[src/rtl/uart_rx_checked.sv]
// uart_rx_checked: 8N1 UART receiver with 2-FF synchroniser, 3-sample majority vote,
// start-glitch rejection, framing-error and break detection. Optional parity: UART_RX_PARITY_EN.
module uart_rx_checked #(
    parameter int CLKS_PER_BIT = 217
`ifdef UART_RX_PARITY_EN
    ,
    parameter bit PARITY_ODD   = 1'b0
`endif
) (
    input  logic       i_Clock,
    input  logic       i_Rst_L,
    input  logic       i_RX_Serial,
    output logic       o_RX_DV,
    output logic [7:0] o_RX_Byte,
    output logic       o_RX_Active,
    output logic       o_Frame_Err,
    output logic       o_Break,
    output logic       o_Parity_Err
);
    localparam int CNT_W = (CLKS_PER_BIT > 1) ? $clog2(CLKS_PER_BIT) : 1;
    localparam logic [CNT_W-1:0] MID_M1_C  = CNT_W'((CLKS_PER_BIT - 1) / 2 - 1);
    localparam logic [CNT_W-1:0] MID_C     = CNT_W'((CLKS_PER_BIT - 1) / 2);
    localparam logic [CNT_W-1:0] MID_P1_C  = CNT_W'((CLKS_PER_BIT - 1) / 2 + 1);
    localparam logic [CNT_W-1:0] LAST_C    = CNT_W'(CLKS_PER_BIT - 1);
    localparam logic [CNT_W-1:0] CNT_ONE_C = CNT_W'(1);

    localparam logic [2:0] S_IDLE      = 3'd0;
    localparam logic [2:0] S_START     = 3'd1;
    localparam logic [2:0] S_DATA      = 3'd2;
    localparam logic [2:0] S_STOP      = 3'd4;
    localparam logic [2:0] S_WAIT_IDLE = 3'd5;
`ifdef UART_RX_PARITY_EN
    localparam logic [2:0] S_PARITY    = 3'd3;
`endif

    function automatic logic maj3(input logic a, input logic b, input logic c);
        return (a & b) | (a & c) | (b & c);
    endfunction

`ifdef UART_RX_PARITY_EN
    function automatic logic parity8(input logic [7:0] d);
        return ^d;
    endfunction
`endif

    logic             sync1_q, sync2_q;
    logic [2:0]       state_q, state_d;
    logic [CNT_W-1:0] cnt_q, cnt_d;
    logic [2:0]       idx_q, idx_d;
    logic [7:0]       shift_q, shift_d;
    logic [1:0]       samp_q, samp_d;
    logic [7:0]       byte_q, byte_d;
    logic             dv_q, dv_d;
    logic             ferr_q, ferr_d;
    logic             brk_q, brk_d;
    logic             active_q, active_d;
    logic             s_s, vote_s, resolve_s;
`ifdef UART_RX_PARITY_EN
    logic             par_q, par_d;
    logic             perr_q, perr_d;
`endif

    assign s_s       = sync2_q;
    assign vote_s    = maj3(samp_q[0], samp_q[1], s_s);
    assign resolve_s = (cnt_q == MID_P1_C);

    // Two-flop synchroniser on the asynchronous serial line, idling high
    always_ff @(posedge i_Clock or negedge i_Rst_L) begin
        if (!i_Rst_L) begin
            sync1_q <= 1'b1;
            sync2_q <= 1'b1;
        end else begin
            sync1_q <= i_RX_Serial;
            sync2_q <= sync1_q;
        end
    end

    // Next-state logic: bit timing, voting, framing decisions
    always_comb begin
        state_d = state_q;
        cnt_d   = cnt_q;
        idx_d   = idx_q;
        shift_d = shift_q;
        byte_d  = byte_q;
        dv_d    = 1'b0;
        ferr_d  = 1'b0;
        brk_d   = 1'b0;
`ifdef UART_RX_PARITY_EN
        par_d   = par_q;
        perr_d  = 1'b0;
`endif
        if (cnt_q == MID_M1_C) begin
            samp_d = {samp_q[1], s_s};
        end else if (cnt_q == MID_C) begin
            samp_d = {s_s, samp_q[0]};
        end else begin
            samp_d = samp_q;
        end
        case (state_q)
            S_IDLE: begin
                cnt_d = '0;
                if (!s_s) begin
                    state_d = S_START;
                end else begin
                    state_d = S_IDLE;
                end
            end
            S_START: begin
                if (resolve_s && vote_s) begin
                    state_d = S_IDLE;
                    cnt_d   = '0;
                end else if (cnt_q == LAST_C) begin
                    state_d = S_DATA;
                    cnt_d   = '0;
                    idx_d   = 3'd0;
                end else begin
                    cnt_d = cnt_q + CNT_ONE_C;
                end
            end
            S_DATA: begin
                if (resolve_s) begin
                    shift_d = {vote_s, shift_q[7:1]};
                end else begin
                    shift_d = shift_q;
                end
                if (cnt_q == LAST_C) begin
                    cnt_d = '0;
                    if (idx_q == 3'd7) begin
`ifdef UART_RX_PARITY_EN
                        state_d = S_PARITY;
`else
                        state_d = S_STOP;
`endif
                    end else begin
                        idx_d = idx_q + 3'd1;
                    end
                end else begin
                    cnt_d = cnt_q + CNT_ONE_C;
                end
            end
`ifdef UART_RX_PARITY_EN
            S_PARITY: begin
                if (resolve_s) begin
                    par_d = vote_s;
                end else begin
                    par_d = par_q;
                end
                if (cnt_q == LAST_C) begin
                    cnt_d   = '0;
                    state_d = S_STOP;
                end else begin
                    cnt_d = cnt_q + CNT_ONE_C;
                end
            end
`endif
            // The rest of a good stop bit is not waited out so back-to-back frames are caught
            S_STOP: begin
                if (resolve_s) begin
                    cnt_d = '0;
                    if (vote_s) begin
                        byte_d  = shift_q;
                        dv_d    = 1'b1;
                        state_d = S_IDLE;
`ifdef UART_RX_PARITY_EN
                        perr_d  = (par_q != (parity8(shift_q) ^ PARITY_ODD));
`endif
                    end else begin
                        ferr_d  = 1'b1;
                        brk_d   = (shift_q == 8'h00);
                        state_d = S_WAIT_IDLE;
                    end
                end else begin
                    cnt_d = cnt_q + CNT_ONE_C;
                end
            end
            S_WAIT_IDLE: begin
                cnt_d = '0;
                if (s_s) begin
                    state_d = S_IDLE;
                end else begin
                    state_d = S_WAIT_IDLE;
                end
            end
            default: begin
                state_d = S_IDLE;
                cnt_d   = '0;
            end
        endcase
        active_d = (state_d == S_START) || (state_d == S_DATA) || (state_d == S_STOP)
`ifdef UART_RX_PARITY_EN
                   || (state_d == S_PARITY)
`endif
                   ;
    end

    // State, datapath and registered outputs
    always_ff @(posedge i_Clock or negedge i_Rst_L) begin
        if (!i_Rst_L) begin
            state_q  <= S_IDLE;
            cnt_q    <= '0;
            idx_q    <= 3'd0;
            shift_q  <= 8'h00;
            samp_q   <= 2'b00;
            byte_q   <= 8'h00;
            dv_q     <= 1'b0;
            ferr_q   <= 1'b0;
            brk_q    <= 1'b0;
            active_q <= 1'b0;
        end else begin
            state_q  <= state_d;
            cnt_q    <= cnt_d;
            idx_q    <= idx_d;
            shift_q  <= shift_d;
            samp_q   <= samp_d;
            byte_q   <= byte_d;
            dv_q     <= dv_d;
            ferr_q   <= ferr_d;
            brk_q    <= brk_d;
            active_q <= active_d;
        end
    end

`ifdef UART_RX_PARITY_EN
    // Parity bit capture and parity-error pulse
    always_ff @(posedge i_Clock or negedge i_Rst_L) begin
        if (!i_Rst_L) begin
            par_q  <= 1'b0;
            perr_q <= 1'b0;
        end else begin
            par_q  <= par_d;
            perr_q <= perr_d;
        end
    end
    assign o_Parity_Err = perr_q;
`else
    assign o_Parity_Err = 1'b0;
`endif

    assign o_RX_DV     = dv_q;
    assign o_RX_Byte   = byte_q;
    assign o_RX_Active = active_q;
    assign o_Frame_Err = ferr_q;
    assign o_Break     = brk_q;
endmodule

[config.mk]
export PLATFORM = sky130hd
export DESIGN_NAME = uart_rx_checked
export DESIGN_NICKNAME = d
export VERILOG_FILES = /design/src/rtl/uart_rx_checked.sv
export SDC_FILE = /design/constraint.sdc
export NUM_CORES = 1
export LEC_CHECK = 0
export BUFFER_PORTS_ARGS = -buffer_cell sky130_fd_sc_hd__buf_2
export CAP_MARGIN = 15
export CORE_MARGIN = 3
export CORE_UTILIZATION = 52
export DETAILED_ROUTE_END_ITERATION = 10
export GPL_ROUTABILITY_DRIVEN = 0
export MAX_ROUTING_LAYER = met4
export PLACE_DENSITY = 0.74
export SETUP_SLACK_MARGIN = 0.5
export SLEW_MARGIN = 30
export SYNTH_ARGS = -nofsm -noshare
export SYNTH_HDL_FRONTEND = slang
export SYNTH_SLANG_ARGS = --single-unit
[constraint.sdc]
create_clock -name i_Clock -period 1.85 [get_ports i_Clock]
set_clock_uncertainty 0.2 [all_clocks]
set_input_delay 0.37 -clock i_Clock [delete_from_list [all_inputs] [get_ports i_Clock]]
set_output_delay 0.37 -clock i_Clock [all_outputs]
set_load 0.02 [all_outputs]
---- Yosys cells after proc, flatten, opt, wreduce, memory -nomap -nowiden ----
Index checks and enable logic that the tools add are counted.
word-level totals
  memories kept ........................... 0
  bits in latches ......................... 0
  logic and storage cells ................. 75
  memory bits (writable) .................. 0
  bits in read-only memories .............. 0
  output and inout port bits .............. 13
  bits of input ports ..................... 3
  register bits after elaboration ......... 38
cells by class
  bitwise gates (word level) .............. 6
  equality and inequality tests ........... 16
  add/subtract/negate cells ............... 2
  multipliers ............................. 0
  reductions and logical operators ........ 10
  $lt $le $gt $ge ......................... 0
  shifts and indexed selects .............. 0
  muxes and demuxes ....................... 28
  div/mod/pow operators ................... 0
operators by type and width
  cell                                                                    number
  3-bit two-way mux                                                       11
  8-bit by 7-bit equality test with 1-bit output (second input constant)  3
  8-bit two-way mux                                                       3
  8-bit case mux with 3 select lines                                      1
  3-bit case mux with 5 select lines                                      1
  3-bit equality test (second input constant)                             4
  1-bit two-way mux                                                       11
  8-bit by 1-bit adder with 8-bit output (second input constant)          1
  8-bit equality test (second input constant)                             1
  8-bit zero test                                                         1
  2-bit != test (second input constant)                                   4
  3-bit by 1-bit equality test with 1-bit output (second input constant)  2
  3-bit by 2-bit equality test with 1-bit output (second input constant)  2
  3-bit case mux with 2 select lines                                      1
  5-bit AND reduction                                                     1
  2-bit AND reduction                                                     2
  3-bit by 1-bit adder with 3-bit output (second input constant)          1
  1-bit bitwise AND                                                       3
  3-bit zero test                                                         1
  3-bit AND reduction                                                     1
  1-bit logical OR                                                        2
  1-bit bitwise OR                                                        2
  2-bit nonzero test                                                      1
  1-bit logical AND                                                       1
  1-bit NOT                                                               1

---- Depth between registers and ports, before layout ----
  depth after elaboration ................. 9
  depth in mapped cells ................... 6
  mapped depth without buffers ............ 6

---- Least setup slack after synthesis ----
No wires, ideal clock.
  path type ............................... reg2reg
  from .................................... reg cnt_q[1]
  to ...................................... reg shift_q[0]
  period minus slack after synthesis ...... 1.864 ns
  path buffers ............................ 1
  stages on the path, launching flop included .. 7
  library setup time ...................... 0.128 ns
  arrival time ............................ 1.537 ns
  data required time ...................... 1.522 ns
  path slack .............................. -0.014 ns
  cell sequence ........................... dfrtp_1 -> inv_1 -> ha_1 -> and3_1 -> and3_1 -> buf_2 -> mux2_1
between the ends
  cells in the longest elaborated chain, start to end .. 2
RTL lines
  what                                            RTL line  source
  start, declared                                 48        logic [CNT_W-1:0] cnt_q, cnt_d;
  start signal, assigned                          211       cnt_q <= cnt_d;
  8-bit by 7-bit equality test with 1-bit output  65        assign resolve_s = (cnt_q == MID_P1_C);
  2-bit AND reduction (no source line)            -
  end signal, assigned                            213       shift_q <= shift_d;
  end, declared                                   50        logic [7:0] shift_q, shift_d;
No other way between the ends.
A chain may end at the register's enable or synchronous reset.

---- Final worst setup path ----
Ends and elaborated chain as after synthesis.

==> flow_summary.json <==
{
  "internal_power_w": 0.00103,
  "synthFlopType": "dfrtp_1",
  "die_y_microns": 64.0,
  "nNetsFinal": 194,
  "drtIter0Drc": 100,
  "swShare_pct": 21.5,
  "ys_warn_count": 0,
  "drv_cap": 0,
  "mostFrequentLayoutCell": "dfrtp_1",
  "cp_num_buf_inv": 2,
  "rsz0062_at_grt": "true",
  "fill_cells": 173,
  "synth_top_area_share_pct": 51.6,
  "yosysTopAreaCell": "dfrtp_1",
  "hpwl_microns": 2400,
  "cp_cell_sequence": "inv_2 > ha_4 > and3_4 > and3_4 > buf_12 > mux2_4",
  "htree_levels": 2,
  "syn_to_final_growth_pct": 42.0,
  "fmaxAchievable_mhz": 538,
  "maxSlewViolCount": 0,
  "final_layout_size_suffix_gt1_share_pct": 57.8,
  "initial_core_util_pct": 55.8,
  "p_sw_w": 0.000283,
  "die_x_microns": 64.0,
  "power_density_nw_per_um2": 529,
  "synthTopCellsByArea": "dfrtp_1, mux2_1, ha_1, dfstp_2, xor2_1",
  "cp.arrival_ns": 1.89,
  "hold_violations": 0,
  "pwr-share-comb_pct": 2.1,
  "grt_pass1_vias": 1355,
  "p_leak_nw": 1.17,
  "io_buffers": 14,
  "crit_type": "flip-flop to flip-flop",
  "critPathMaxFanout": 8,
  "async_reset_ff_share_pct": 100,
  "synth_edf_count": 0,
  "ios": 16,
  "vias": 1279,
  "cts_buffer_depth": 2,
  "synthesis.nets": 141,
  "grt_pass1_wl_microns": 6840,
  "crit_slowest_cell": "dfrtp_1",
  "cts_tree": "done",
  "via_per_inst": 5.54,
  "avgSynthCellArea_sq_um": 13.1,
  "syn-cell-area_sq_um": 1750,
  "syn_inst": 133,
  "clkLatencyLatePin_ns": 0.34,
  "clock_sinks": 38,
  "layout_setup_ws_ns": -0.00886,
  "violations": "negative setup slack",
  "ys_types": 40,
  "hp-class": "flip-flop to flip-flop",
  "worstPathRequired_ns": 1.89,
  "die_area_sq_um": 4090,
  "max_stage_delay_ns": 0.41,
  "drtAntennaViolNets": 0,
  "p_clk_share_pct": 34.2,
  "yosysSeqAreaShare_pct": 54.6,
  "antenna_found_initial": 0,
  "grt_use_total_pct": 23.0,
  "drc": 0,
  "ir_worst_vdd_uv": 301,
  "synth-seq-cells": 38,
  "status": "finished, violations left",
  "rows": 20,
  "period_needed_ns": 1.86,
  "setup.worst_path.end_class": "flip-flop",
  "power.total_w": 0.00131,
  "insertedDiodeCount": 0,
  "root_buffer": "clkbuf_4",
  "firstDrtPassIters": 4,
  "path_delay_family": "simple AND/OR/NAND/NOR gates",
  "wl_microns": 4320,
  "clkTransAtPathRegs_ns": 0.11,
  "wl_per_cell_microns": 18.7,
  "setup_violations": 2,
  "fin_crit_sh_pct": 100,
  "p_seq_share_pct": 63.7,
  "cpMostUsedCell": "and3_4",
  "cts_made_buffers": 5,
  "final_cell_mix": "dfrtp_1, buf_4, mux2_4, buf_6, nor2_1",
  "grt_max_degree": 21,
  "start_kind": "flip-flop",
  "grt_overflow": 0,
  "utilization_pct": 79.3,
  "coreArea_sq_um": 3130
}
## power groups by stage
stage	clock network, W	registers [W]	logic, W
floorplan	0	0.000852	0.00000347
global placement	0	0.000852	0.0000240
detailed placement	0	0.000853	0.0000248
CTS	0.000450	0.000837	0.0000281
global route	0.000507	0.000837	0.0000323
finish	0.000449	0.000837	0.0000273
## worst paths after layout
| kind | startpoint | endpoint | slack (ns) | cells past startpoint |
|---|---|---|---|---|
| worst min-delay path | sync1_q | s_s | 0.17 | 0 |
| worst max register to register | cnt_q[1] | shift_q[0] | -0.009 | 6 |
| worst min register to register | sync1_q | s_s | 0.17 | 0 |
| worst max-delay path | cnt_q[1] | shift_q[0] | -0.009 | 6 |
| min in group asynchronous | i_Rst_L | shift_q[1] | 0.32 | 2 |
| max in group asynchronous | i_Rst_L | sync1_q | 0.57 | 3 |
## per-stage QoR
step	TNS (ns)	setup slack [ns]	hold WS (ns)	std cells	instance area [sq um]
6_report	-0.0177	-0.00886	0.168	231	2480
5_1_grt	-1.21	-0.104	0.172	231	2480
4_1_cts	0	0.0416	0.171	223	2350
3_5_place_dp	-0.341	-0.0452	0.138	199	2020
3_3_place_gp	0	0.0197	0.135	199	2020
2_1_floorplan	0	0.0864	-0.126	133	1810
## what timing repair did
action / 4_1_cts / 5_1_grt
buffers inserted: 14 / 8
pin swaps: 8 / 8
hold buffers: 2 / 0
setup endpoints to repair: 48 / 48
gates resized for setup: 47 / 16
endpoints found under the hold margin: 20 / 0
## synthesized netlist by cell type, drive strengths merged, types with 3 or more instances
| cell | n |
|---|---|
| a31oi | 3 |
| and2 | 3 |
| and3 | 4 |
| buf | 3 |
| dfrtp | 36 |
| ha | 5 |
| mux2 | 19 |
| nand2 | 6 |
| nand3 | 3 |
| nor2 | 9 |
| nor3 | 4 |
| nor4 | 3 |
| or3b | 3 |
| xor2 | 6 |
## flip-flops by register name, summed over array words and instances (netlist names)
signal and count:
cnt_q 8, o_RX_Byte 8, shift_q 8, idx_q 3, state_q 3, samp_q 2, o_Break 1, o_Frame_Err 1
o_RX_Active 1, o_RX_DV 1, s_s 1, sync1_q 1
## final cells by class
class | count | area [sq um] | share of cell area (%)
clock buffer | 8 | 58.8 | 2.37
sequential | 38 | 958 | 38.6
inverter | 2 | 7.51 | 0.303
timing repair buffer | 49 | 457 | 18.4
tap | 44 | 55.1 | 2.22
multi-input combinational | 90 | 943 | 38.0
## per-layer routing
layer,vias up,track usage [%],share of wire (%)
li1,581,-,-
met3,10,5.80,3.8
met4,0,10.8,2.6
met5,-,-,0
met1,655,25.3,40
met2,33,38.8,54
## cell families after synthesis
family,Yosys count,synth area share (%)
other,1,0.215
XOR/XNOR,8,4.01
AND/OR/NAND/NOR,44,15.9
flip-flops,38,54.6
multiplexers,19,12.5
AO/OA/AOI/OAI,12,6.66
buffers and inverters,5,1.79
adder cells (fa/ha/maj),6,4.37
Power figures use the tool's default switching activity.
